$ cat src/rtl/data_mem_arbiter_pkg.sv
// Shared constants for the data-memory arbiter.
//   DMA_PROC_BITS / DMA_ADDR_BITS : data word and BRAM address widths
//   DMA_MAX_WAIT                  : default busy cycles a debug read may wait
//   dma_state_e                   : arbiter FSM state encoding
package data_mem_arbiter_pkg;

  localparam int DMA_PROC_BITS = 32;
  localparam int DMA_ADDR_BITS = 10;
  localparam int DMA_MAX_WAIT  = 4;

  typedef enum logic {
    DMA_PIPE     = 1'b0,
    DMA_DBG_RESP = 1'b1
  } dma_state_e;

endpackage

$ cat src/rtl/data_mem_arbiter_if.sv
// Bus bundle between the memory stage, the debug unit and the data BRAM.
//   pipeline side : i_pipe_mem_read/write, i_pipe_addr, i_pipe_wdata -> o_pipe_rdata, o_pipe_stall
//   debug side    : i_dbg_req, i_dbg_addr -> o_dbg_valid, o_dbg_rdata
//   BRAM side     : o_bram_we, o_bram_addr, o_bram_wdata <- i_bram_rdata
// Modport slave is the arbiter; master is everything around it.
interface data_mem_arbiter_if
  import data_mem_arbiter_pkg::*;
#(
  parameter int PROC_BITS       = DMA_PROC_BITS,
  parameter int DATA_ADDRS_BITS = DMA_ADDR_BITS
) ();

  logic                       i_pipe_mem_read;
  logic                       i_pipe_mem_write;
  logic [DATA_ADDRS_BITS-1:0] i_pipe_addr;
  logic [PROC_BITS-1:0]       i_pipe_wdata;
  logic [PROC_BITS-1:0]       o_pipe_rdata;
  logic                       o_pipe_stall;

  logic                       i_dbg_req;
  logic [DATA_ADDRS_BITS-1:0] i_dbg_addr;
  logic                       o_dbg_valid;
  logic [PROC_BITS-1:0]       o_dbg_rdata;

  logic                       o_bram_we;
  logic [DATA_ADDRS_BITS-1:0] o_bram_addr;
  logic [PROC_BITS-1:0]       o_bram_wdata;
  logic [PROC_BITS-1:0]       i_bram_rdata;

  modport slave (
    input  i_pipe_mem_read, i_pipe_mem_write, i_pipe_addr, i_pipe_wdata,
    output o_pipe_rdata, o_pipe_stall,
    input  i_dbg_req, i_dbg_addr,
    output o_dbg_valid, o_dbg_rdata,
    output o_bram_we, o_bram_addr, o_bram_wdata,
    input  i_bram_rdata
  );

  modport master (
    output i_pipe_mem_read, i_pipe_mem_write, i_pipe_addr, i_pipe_wdata,
    input  o_pipe_rdata, o_pipe_stall,
    output i_dbg_req, i_dbg_addr,
    input  o_dbg_valid, o_dbg_rdata,
    input  o_bram_we, o_bram_addr, o_bram_wdata,
    output i_bram_rdata
  );

endinterface

$ cat src/rtl/data_mem_arbiter.sv
// Data BRAM port arbiter: the pipeline owns the single BRAM port by default,
// debug memory-dump reads are slotted into idle pipeline cycles, and a
// starvation counter forces a one-cycle pipeline stall once a pending debug
// read has waited MAX_WAIT busy cycles.
//   clk, rst : system clock, asynchronous active-high reset
//   bus      : pipeline / debug / BRAM signals (slave modport)
module data_mem_arbiter
  import data_mem_arbiter_pkg::*;
#(
  parameter int PROC_BITS       = DMA_PROC_BITS,
  parameter int DATA_ADDRS_BITS = DMA_ADDR_BITS,
  parameter int MAX_WAIT        = DMA_MAX_WAIT,
  parameter int WAIT_BITS       = $clog2(MAX_WAIT + 1)
) (
  input  logic               clk,
  input  logic               rst,
  data_mem_arbiter_if.slave  bus
);

  dma_state_e                 r_state;
  dma_state_e                 w_next_state;
  logic [WAIT_BITS-1:0]       r_wait_cnt;
  logic [WAIT_BITS-1:0]       w_wait_next;

  logic                       w_pipe_busy;
  logic                       w_force;
  logic                       w_bram_we;
  logic [DATA_ADDRS_BITS-1:0] w_bram_addr;
  logic [PROC_BITS-1:0]       w_bram_wdata;
  logic                       w_pipe_stall;
  logic                       w_dbg_valid;
  logic [PROC_BITS-1:0]       w_dbg_rdata;

  assign w_pipe_busy = bus.i_pipe_mem_read | bus.i_pipe_mem_write;
  assign w_force     = bus.i_dbg_req & w_pipe_busy &
                       (r_wait_cnt == WAIT_BITS'(MAX_WAIT));

  always_ff @(posedge clk or posedge rst) begin
    if (rst) begin
      r_state    <= DMA_PIPE;
      r_wait_cnt <= '0;
    end else begin
      r_state    <= w_next_state;
      r_wait_cnt <= w_wait_next;
    end
  end

  always_comb begin
    w_next_state = r_state;
    w_wait_next  = r_wait_cnt;
    w_bram_addr  = bus.i_pipe_addr;
    w_bram_wdata = bus.i_pipe_wdata;
    w_bram_we    = bus.i_pipe_mem_write;
    w_pipe_stall = 1'b0;
    w_dbg_valid  = 1'b0;
    w_dbg_rdata  = '0;

    case (r_state)
      DMA_PIPE: begin
        if (bus.i_dbg_req && (!w_pipe_busy || w_force)) begin
          // Debug takes the port; a forced issue stalls the pipeline and
          // masks its store so it replays unchanged next cycle.
          w_bram_addr  = bus.i_dbg_addr;
          w_bram_we    = 1'b0;
          w_pipe_stall = w_force;
          w_next_state = DMA_DBG_RESP;
          w_wait_next  = '0;
        end else if (bus.i_dbg_req) begin
          w_wait_next = r_wait_cnt + 1'b1;
        end else begin
          w_wait_next = '0;
        end
      end
      DMA_DBG_RESP: begin
        // Pipeline keeps the port; a held request is ignored here so debug
        // issues are never back-to-back.
        w_dbg_valid  = 1'b1;
        w_dbg_rdata  = bus.i_bram_rdata;
        w_next_state = DMA_PIPE;
      end
      default: w_next_state = DMA_PIPE;
    endcase
  end

  assign bus.o_bram_we    = w_bram_we;
  assign bus.o_bram_addr  = w_bram_addr;
  assign bus.o_bram_wdata = w_bram_wdata;
  assign bus.o_pipe_stall = w_pipe_stall;
  assign bus.o_pipe_rdata = bus.i_bram_rdata;
  assign bus.o_dbg_valid  = w_dbg_valid;
  assign bus.o_dbg_rdata  = w_dbg_rdata;

endmodule

$ cat src/flat_wrapper.sv
// flat-port wrapper written by rule: the top's interface ports become plain ports
module data_mem_arbiter_flat import data_mem_arbiter_pkg::*;
#(
  parameter int PROC_BITS       = DMA_PROC_BITS,
  parameter int DATA_ADDRS_BITS = DMA_ADDR_BITS,
  parameter int MAX_WAIT        = DMA_MAX_WAIT,
  parameter int WAIT_BITS       = $clog2(MAX_WAIT + 1)
)
  (clk, rst, bus_i_pipe_mem_read, bus_i_pipe_mem_write, bus_i_pipe_addr, bus_i_pipe_wdata, bus_o_pipe_rdata, bus_o_pipe_stall, bus_i_dbg_req, bus_i_dbg_addr, bus_o_dbg_valid, bus_o_dbg_rdata, bus_o_bram_we, bus_o_bram_addr, bus_o_bram_wdata, bus_i_bram_rdata);
  data_mem_arbiter_if #(.PROC_BITS(PROC_BITS), .DATA_ADDRS_BITS(DATA_ADDRS_BITS)) bus_i ();
  input  logic clk;
  input  logic rst;
  input wire logic [$bits(bus_i.i_pipe_mem_read)-1:0] bus_i_pipe_mem_read;
  input wire logic [$bits(bus_i.i_pipe_mem_write)-1:0] bus_i_pipe_mem_write;
  input wire logic [$bits(bus_i.i_pipe_addr)-1:0] bus_i_pipe_addr;
  input wire logic [$bits(bus_i.i_pipe_wdata)-1:0] bus_i_pipe_wdata;
  output wire logic [$bits(bus_i.o_pipe_rdata)-1:0] bus_o_pipe_rdata;
  output wire logic [$bits(bus_i.o_pipe_stall)-1:0] bus_o_pipe_stall;
  input wire logic [$bits(bus_i.i_dbg_req)-1:0] bus_i_dbg_req;
  input wire logic [$bits(bus_i.i_dbg_addr)-1:0] bus_i_dbg_addr;
  output wire logic [$bits(bus_i.o_dbg_valid)-1:0] bus_o_dbg_valid;
  output wire logic [$bits(bus_i.o_dbg_rdata)-1:0] bus_o_dbg_rdata;
  output wire logic [$bits(bus_i.o_bram_we)-1:0] bus_o_bram_we;
  output wire logic [$bits(bus_i.o_bram_addr)-1:0] bus_o_bram_addr;
  output wire logic [$bits(bus_i.o_bram_wdata)-1:0] bus_o_bram_wdata;
  input wire logic [$bits(bus_i.i_bram_rdata)-1:0] bus_i_bram_rdata;
  assign bus_i.i_pipe_mem_read = bus_i_pipe_mem_read;
  assign bus_i.i_pipe_mem_write = bus_i_pipe_mem_write;
  assign bus_i.i_pipe_addr = bus_i_pipe_addr;
  assign bus_i.i_pipe_wdata = bus_i_pipe_wdata;
  assign bus_o_pipe_rdata = bus_i.o_pipe_rdata;
  assign bus_o_pipe_stall = bus_i.o_pipe_stall;
  assign bus_i.i_dbg_req = bus_i_dbg_req;
  assign bus_i.i_dbg_addr = bus_i_dbg_addr;
  assign bus_o_dbg_valid = bus_i.o_dbg_valid;
  assign bus_o_dbg_rdata = bus_i.o_dbg_rdata;
  assign bus_o_bram_we = bus_i.o_bram_we;
  assign bus_o_bram_addr = bus_i.o_bram_addr;
  assign bus_o_bram_wdata = bus_i.o_bram_wdata;
  assign bus_i.i_bram_rdata = bus_i_bram_rdata;
  data_mem_arbiter #(.PROC_BITS(PROC_BITS), .DATA_ADDRS_BITS(DATA_ADDRS_BITS), .MAX_WAIT(MAX_WAIT), .WAIT_BITS(WAIT_BITS)) u_core (.clk(clk), .rst(rst), .bus(bus_i));
endmodule
$ cat config.mk
export PLATFORM = sky130hd
export DESIGN_NAME = data_mem_arbiter_flat
export DESIGN_NICKNAME = d
export VERILOG_FILES = /design/src/rtl/data_mem_arbiter_pkg.sv /design/src/rtl/data_mem_arbiter_if.sv /design/src/rtl/data_mem_arbiter.sv /design/src/flat_wrapper.sv
export SDC_FILE = /design/constraint.sdc
export NUM_CORES = 1
export LEC_CHECK = 0
export ABC_AREA = 1
export BUFFER_PORTS_ARGS = -buffer_cell sky130_fd_sc_hd__buf_2
export CELL_PAD_IN_SITES_DETAIL_PLACEMENT = 1
export CELL_PAD_IN_SITES_GLOBAL_PLACEMENT = 1
export CORE_UTILIZATION = 16
export CTS_BUF_LIST = sky130_fd_sc_hd__clkbuf_16
export DETAILED_ROUTE_END_ITERATION = 12
export GPL_ROUTABILITY_DRIVEN = 0
export MAX_ROUTING_LAYER = met4
export PLACE_DENSITY_LB_ADDON = 0.15
export SLEW_MARGIN = 20
export SYNTH_ARGS = -nofsm -noshare
export SYNTH_HDL_FRONTEND = slang
export SYNTH_SLANG_ARGS = --single-unit
$ cat constraint.sdc
create_clock -name clk -period 2.9 [get_ports clk]
set_input_delay 0.725 -clock clk [delete_from_list [all_inputs] [get_ports clk]]
set_output_delay 0.725 -clock clk [all_outputs]
set_load 0.1 [all_outputs]
==> impl_metrics.csv, run 1 <==
group,metric,value,unit
routing,wl_met1,1.22,mm
grt,grt_antenna_before_repair,0,
timing,finalHoldViolations,0,
timing,fin_crit,2410,ps
clock_tree,cts_buffer_depth,2,
min_path,holdCritPathClass,"in -> async",
power_and_ir_drop,clkPwrFrac,24.6,%
power_and_ir_drop,powerDensity,506,nW/um^2
final_layout,regArea,100,sq um
timing,post-route-period-util,83.1,%
grt,grt_pass1_vias,1146,
routing,num_vias,1288,
grt,overflow,0,
yosys,synth_cells,200,
clock_tree,cts.clk_slew.worst_paths,30,ps
flow_run,drv_cap,0,
timing,worst_clock_skew,0.382,ps
routing,vias_per_cell,3.54,
yosys,synth_nets,291,
final_layout,diodes,0,
clock_tree,numCtsBuffers,3,
placed_design,port_buffers,133,
grt,grt_pass1_wl,4.93,mm
outcome,status,"completed",
floorplan,placementRows,30,
setup_path,crit_path_end_kind,"output pin",
routing,met2_length,1.68,mm
setup_path,start_kind,"input port",
timing,tightest_slew,498,ps
clock_tree,cts_resized,0,
final_layout,final_nets,361,
yosys,ys_warn_count,0,
setup_path,reg2reg_from,"u_core.r_wait_cnt[0]",
timing,setup_violations,0,
setup_path,rr_worst_depth,6,
routing,drtIter0Drc,10,
routing,highest_layer,"met4",
timing,holdWs,383,ps
floorplan,start_util,16.9,%
setup_path,r2r_setup_slack,1670,ps
grt,grtUsageTotal,8.21,%
placed_design,dp_hpwl,3.04,mm
clock_tree,post_cts_buffers,0,
power_and_ir_drop,internal_power,0.000358,W
yosys,synth-seq-cells,4,
routing,ant_nets,0,
timing,max_freq,415,MHz
power_and_ir_drop,p_seq_share,7.7,%
clock_tree,clkLatencyLatePin,220,ps
final_layout,multi_input_area,383,sq um
setup_path,crit_type,"in -> out",
timing,drv_slew,0,
power_and_ir_drop,power.leakage,1.27,nW
final_layout,design_area,1700,sq um
routing,first_pass_iters,4,
yosys,synth_area,1170,sq um
setup_path,critPathMaxFanout,11,
final_layout,syn_to_final_growth,45.3,%
floorplan,dieArea,7640,sq um
routing,wl,3.43,mm
clock_tree,cts_hold_buf,0,
floorplan,core,6910,sq um
timing,maxSlewHeadroom,67.0,%
clock_tree,h-tree-depth,1,
power_and_ir_drop,irDropWorstVdd,0.000177,V
grt,grt_max_degree,25,
final_layout,fillCellCount,927,
routing,dr_wl_met3,485,um
yosys,synth_area_per_cell,5.84,sq um
clock_tree,cts-root-buf,"clkbuf_16",
clock_tree,cts_tree,"done",
timing,grt_setup_unrepaired,"no",
routing,routedWlPerCell,9.41,um
floorplan,ios,198,
yosys,synth.distinct_cells,13,
power_and_ir_drop,p_sw_share,58.3,%
setup_path,reg2reg_to,"u_core.r_state",
final_layout,drive_gt1_share,53.4,%
floorplan,die_h,87.4,um
clock_tree,cts.sinks,4,
power_and_ir_drop,switchingPower,0.000501,W
power_and_ir_drop,pwr-share-comb,67.7,%
setup_path,critPathArrivalTime,1680,ps
placed_design,postPlaceCellArea,1620,sq um
floorplan,die_w,87.4,um
setup_path,cp.required,2170,ps
routing,drc,0,
yosys,ys_seq_area_share,8.57,%
## state kept, by name, summed over array words and instances (netlist names)
signal	flops
u_core.r_state	1
u_core.r_wait_cnt	3
## cell usage after synthesis
library cell / instances / area (sq um)
buf_4: 65 / 488
nand2_1: 63 / 236
inv_1: 40 / 150
nand3_1: 13 / 65.1
dfrtp_1: 4 / 100
buf_2: 3 / 15.0
buf_6: 3 / 33.8
nor2_1: 3 / 11.3
ha_1: 2 / 25.0
a21boi_0: 1 / 7.51
nand2_2: 1 / 6.26
nor2_8: 1 / 20.0
o21ai_2: 1 / 8.76
## cells by family (layout without fill, tap and decap cells)
family | Yosys count | in the layout | share of synthesized area (%)
adders and majority gates | 2 | 2 | 2.14
AOI/OAI and AO/OA | 2 | 2 | 1.39
buffers and inverters | 111 | 179 | 58.8
and+or+nand+nor | 81 | 81 | 29.0
DFF | 4 | 4 | 8.57
## power groups by stage
stage / registers [W] / logic, W / clock network, W
final: 0.0000661 / 0.000582 / 0.000211
after global routing: 0.0000671 / 0.000605 / 0.000217
after CTS: 0.0000665 / 0.000587 / 0.000214
after detailed placement: 0.0000671 / 0.000586 / 0
after global placement: 0.0000673 / 0.000586 / 0
after floorplan: 0.0000695 / 0.000676 / 0
## worst max path at each step
stage                    startpoint            endpoint  slack (ps)  cells past startpoint
6_report       bus_i_pipe_mem_write  bus_o_bram_addr[3]         490                      6
5_1_grt        bus_i_pipe_mem_write  bus_o_bram_addr[9]         360                      6
4_1_cts        bus_i_pipe_mem_write  bus_o_bram_addr[4]         470                      6
3_5_place_dp   bus_i_pipe_mem_write  bus_o_bram_addr[4]         480                      6
3_3_place_gp   bus_i_pipe_mem_write  bus_o_bram_addr[0]         490                      6
2_1_floorplan        u_core.r_state       bus_o_bram_we        -440                      3
## per-stage QoR
step	utilization (%)	power [W]	TNS, ps	instances	setup slack, ps
after floorplan	-	0.000745	-435	200	-435
after global placement	23.5	0.000653	0	361	490
after detailed placement	23.5	0.000653	0	361	480
after CTS	24.6	0.000867	0	364	466
after global routing	24.6	0.000890	0	364	365
final	24.6	0.000859	0	364	491
## cell type report
cell class / count / area share (%)
timing repair buffer: 136 / 51.2
multi-input combinational: 85 / 22.6
inverter: 40 / 8.85
tap: 96 / 7.08
sequential: 4 / 5.90
clock buffer: 3 / 4.42
## critical path, cell delays in order
cell and delay [ps]:
buf_2 110, o21ai_2 260, nand2_2 210, nand2_1 100, nand2_1 90, buf_12 180
## routing by layer
| metal | global-route usage (%) | vias up |
|---|---|---|
| met5 | - | - |
| met4 | 2.68 | 0 |
| met3 | 2.75 | 9 |
| met2 | 15.6 | 91 |
| met1 | 7.73 | 547 |
| li1 | - | 641 |
## layout by cell type, fill, tap and decap left out
master / instances
nand2_2: 1
buf_12: 12
inv_1: 40
buf_2: 121
o21ai_2: 1
dfrtp_1: 4
nand3_1: 13
nor2_1: 2
buf_4: 3
nor2_8: 1
ha_1: 2
clkbuf_16: 3
a21boi_1: 1
nor2_2: 1
nand2_1: 63
Power figures use the tool's default switching activity.
==> run 2: changes to the inputs <==
--- a/config.mk
+++ b/config.mk
@@ -9,7 +9,7 @@
 export BUFFER_PORTS_ARGS = -buffer_cell sky130_fd_sc_hd__buf_2
 export CELL_PAD_IN_SITES_DETAIL_PLACEMENT = 1
 export CELL_PAD_IN_SITES_GLOBAL_PLACEMENT = 1
-export CORE_UTILIZATION = 16
+export CORE_UTILIZATION = 15
 export CTS_BUF_LIST = sky130_fd_sc_hd__clkbuf_16
 export DETAILED_ROUTE_END_ITERATION = 12
 export GPL_ROUTABILITY_DRIVEN = 0
==> constraint.sdc (replaced) <==
create_clock -name clk -period 2.5 [get_ports clk]
set_input_delay 0.625 -clock clk [delete_from_list [all_inputs] [get_ports clk]]
set_output_delay 0.625 -clock clk [all_outputs]
set_load 0.1 [all_outputs]
==> run 2 against run 1 <==
Clock skew grew 3.1 ps. Sequential share of layout area grew 0.38 points. Count of clock-buffer cells in the layout is the same. Worst hold slack lost 98 ps. Register-to-register slack lost 440 ps. Worst setup slack lost 340 ps. Highest routed layer unchanged.
==> impl_metrics.csv, run 2 (synthesized netlist as in run 1, its figures left out) <==
group,metric,value,unit
outcome,status,"completed",
grt,grt_max_degree,25,
clock_tree,cts-root-buf,"clkbuf_16",
timing,finalHoldViolations,0,
timing,grt_setup_unrepaired,"no",
floorplan,core,7370,sq um
timing,setup_violations,0,
floorplan,die_h,90.2,um
setup_path,crit_type,"reg -> out",
power_and_ir_drop,pwr-share-comb,65.6,%
timing,post-route-period-util,94.1,%
power_and_ir_drop,powerDensity,605,nW/um^2
final_layout,drive_gt1_share,53.7,%
flow_run,drv_cap,0,
power_and_ir_drop,irDropWorstVdd,0.000210,V
floorplan,start_util,15.8,%
clock_tree,cts_buffer_depth,2,
grt,use_met1,7.66,%
power_and_ir_drop,clkPwrFrac,26.3,%
routing,drc,0,
min_path,holdCritPathClass,"in -> async",
setup_path,critPathMaxFanout,11,
routing,wl,3.55,mm
timing,tightest_slew,500,ps
final_layout,final_common_cell,"buf_2",
routing,routedWlPerCell,9.68,um
timing,tns,0,ps
grt,grt_pass1_vias,1199,
timing,maxSlewHeadroom,66.9,%
final_layout,final_nets,360,
placed_design,dpl.cell_count,363,
final_layout,diodes,0,
final_layout,top_regs,"u_core.r_wait_cnt x3, u_core.r_state x1",
setup_path,start_kind,"register",
placed_design,dp_hpwl,2.94,mm
floorplan,dieArea,8140,sq um
setup_path,cp.required,1880,ps
grt,grt_antenna_before_repair,0,
routing,ant_nets,0,
floorplan,ios,198,
floorplan,die_w,90.2,um
clock_tree,cts.sinks,4,
power_and_ir_drop,switchingPower,0.000587,W
final_layout,largest_reg_flops,3,
clock_tree,cts_tree,"done",
routing,first_pass_iters,3,
placed_design,port_buffers,133,
grt,use_met2,15.0,%
clock_tree,h-tree-depth,1,
clock_tree,cts.clk_slew.worst_paths,30,ps
timing,fin_crit,2350,ps
power_and_ir_drop,p_seq_share,8.1,%
grt,overflow,0,
power_and_ir_drop,p_sw_share,60.1,%
timing,max_freq,425,MHz
clock_tree,numCtsBuffers,3,
routing,drtIter0Drc,13,
setup_path,critPathArrivalTime,1730,ps
final_layout,syn_to_final_growth,38.3,%
routing,num_vias,1315,
power_and_ir_drop,power.leakage,1.24,nW
grt,grtUsageTotal,8.25,%
timing,worst_clock_skew,3.48,ps
routing,vias_per_cell,3.58,
grt,grt_pass1_wl,5.42,mm
clock_tree,clkLatencyLatePin,230,ps
grt,busiest_layer,"met2",
final_layout,largest-register,"u_core.r_wait_cnt",
floorplan,placementRows,31,
final_layout,fillCellCount,993,
clock_tree,post_cts_buffers,0,
setup_path,crit_path_end_kind,"output pin",
timing,drv_slew,0,
power_and_ir_drop,internal_power,0.000390,W
final_layout,layout_common_cells,"122 x buf_2, 63 x nand2_1, 41 x inv_1, 13 x nand3_1, 8 x buf_6",
grt,met3_usage,2.96,%
final_layout,finalNonFillerCells,367,
run 2: layout make-up:
type                            instances  area [sq um]  share of cell area, %
Multi-Input combinational cell         85           397                   24.6
Sequential cell                         4           101                   6.28
Timing Repair Buffer                  135           763                   47.3
Tap cell                               99           124                   7.67
Clock buffer                            3          75.1                   4.65
Clock inverter                          1          3.75                  0.233
Inverter                               40           150                   9.30
run 2: final timing paths:
kind / start / to / slack [ps] / cells after the start
worst max-delay path: u_core.r_wait_cnt[0] / bus_o_bram_addr[9] / 150 / 9
worst max register to register: u_core.r_wait_cnt[0] / u_core.r_state / 1230 / 7
worst min register to register: u_core.r_wait_cnt[2] / u_core.r_wait_cnt[2] / 520 / 2
max in group asynchronous: rst / u_core.r_state / 2030 / 2
worst min-delay path: rst / u_core.r_wait_cnt[2] / 290 / 2
min in group clk: u_core.r_wait_cnt[2] / u_core.r_wait_cnt[2] / 520 / 2
run 2: what timing repair did:
item | in CTS | in global routing
hold buffers | 0 | 0
endpoints found under the setup margin | 9 | 10
resized for setup | 9 | 9
run 2: layer usage:
layer  wire (um)  vias to the layer above
met1        1250                      551
met5           0                        -
li1            -                      642
met2        1780                      112
met3         484                       10
met4          42                        0
run 2: worst max-delay path, cell delays in order (launching register included):
cell and delay (ps):
dfrtp_1 370, inv_1 70, ha_1 190, nand2_1 110
o21ai_2 60, buf_4 170, nand2_4 120, nand2_1 80
nand2_1 90, buf_6 230
run 2: stage by stage:
step	power (W)	util (%)	instance area [sq um]	hold slack (ps)	setup WS [ps]
detailed placement	0.000705	20.1	1480	510	149
global placement	0.000706	20.1	1480	511	157
CTS	0.000970	21.4	1580	290	38.5
global route	0.00101	21.9	1610	319	18.3
floorplan	0.000865	-	1180	391	50.5
finish	0.000977	21.9	1610	285	147
run 2: power groups by stage:
stage               registers, W  clock network, W  logic, W
floorplan              0.0000808                 0  0.000785
global placement       0.0000807                 0  0.000626
detailed placement     0.0000801                 0  0.000625
CTS                    0.0000797          0.000256  0.000635
global route           0.0000805          0.000261  0.000666
finish                 0.0000789          0.000257  0.000641
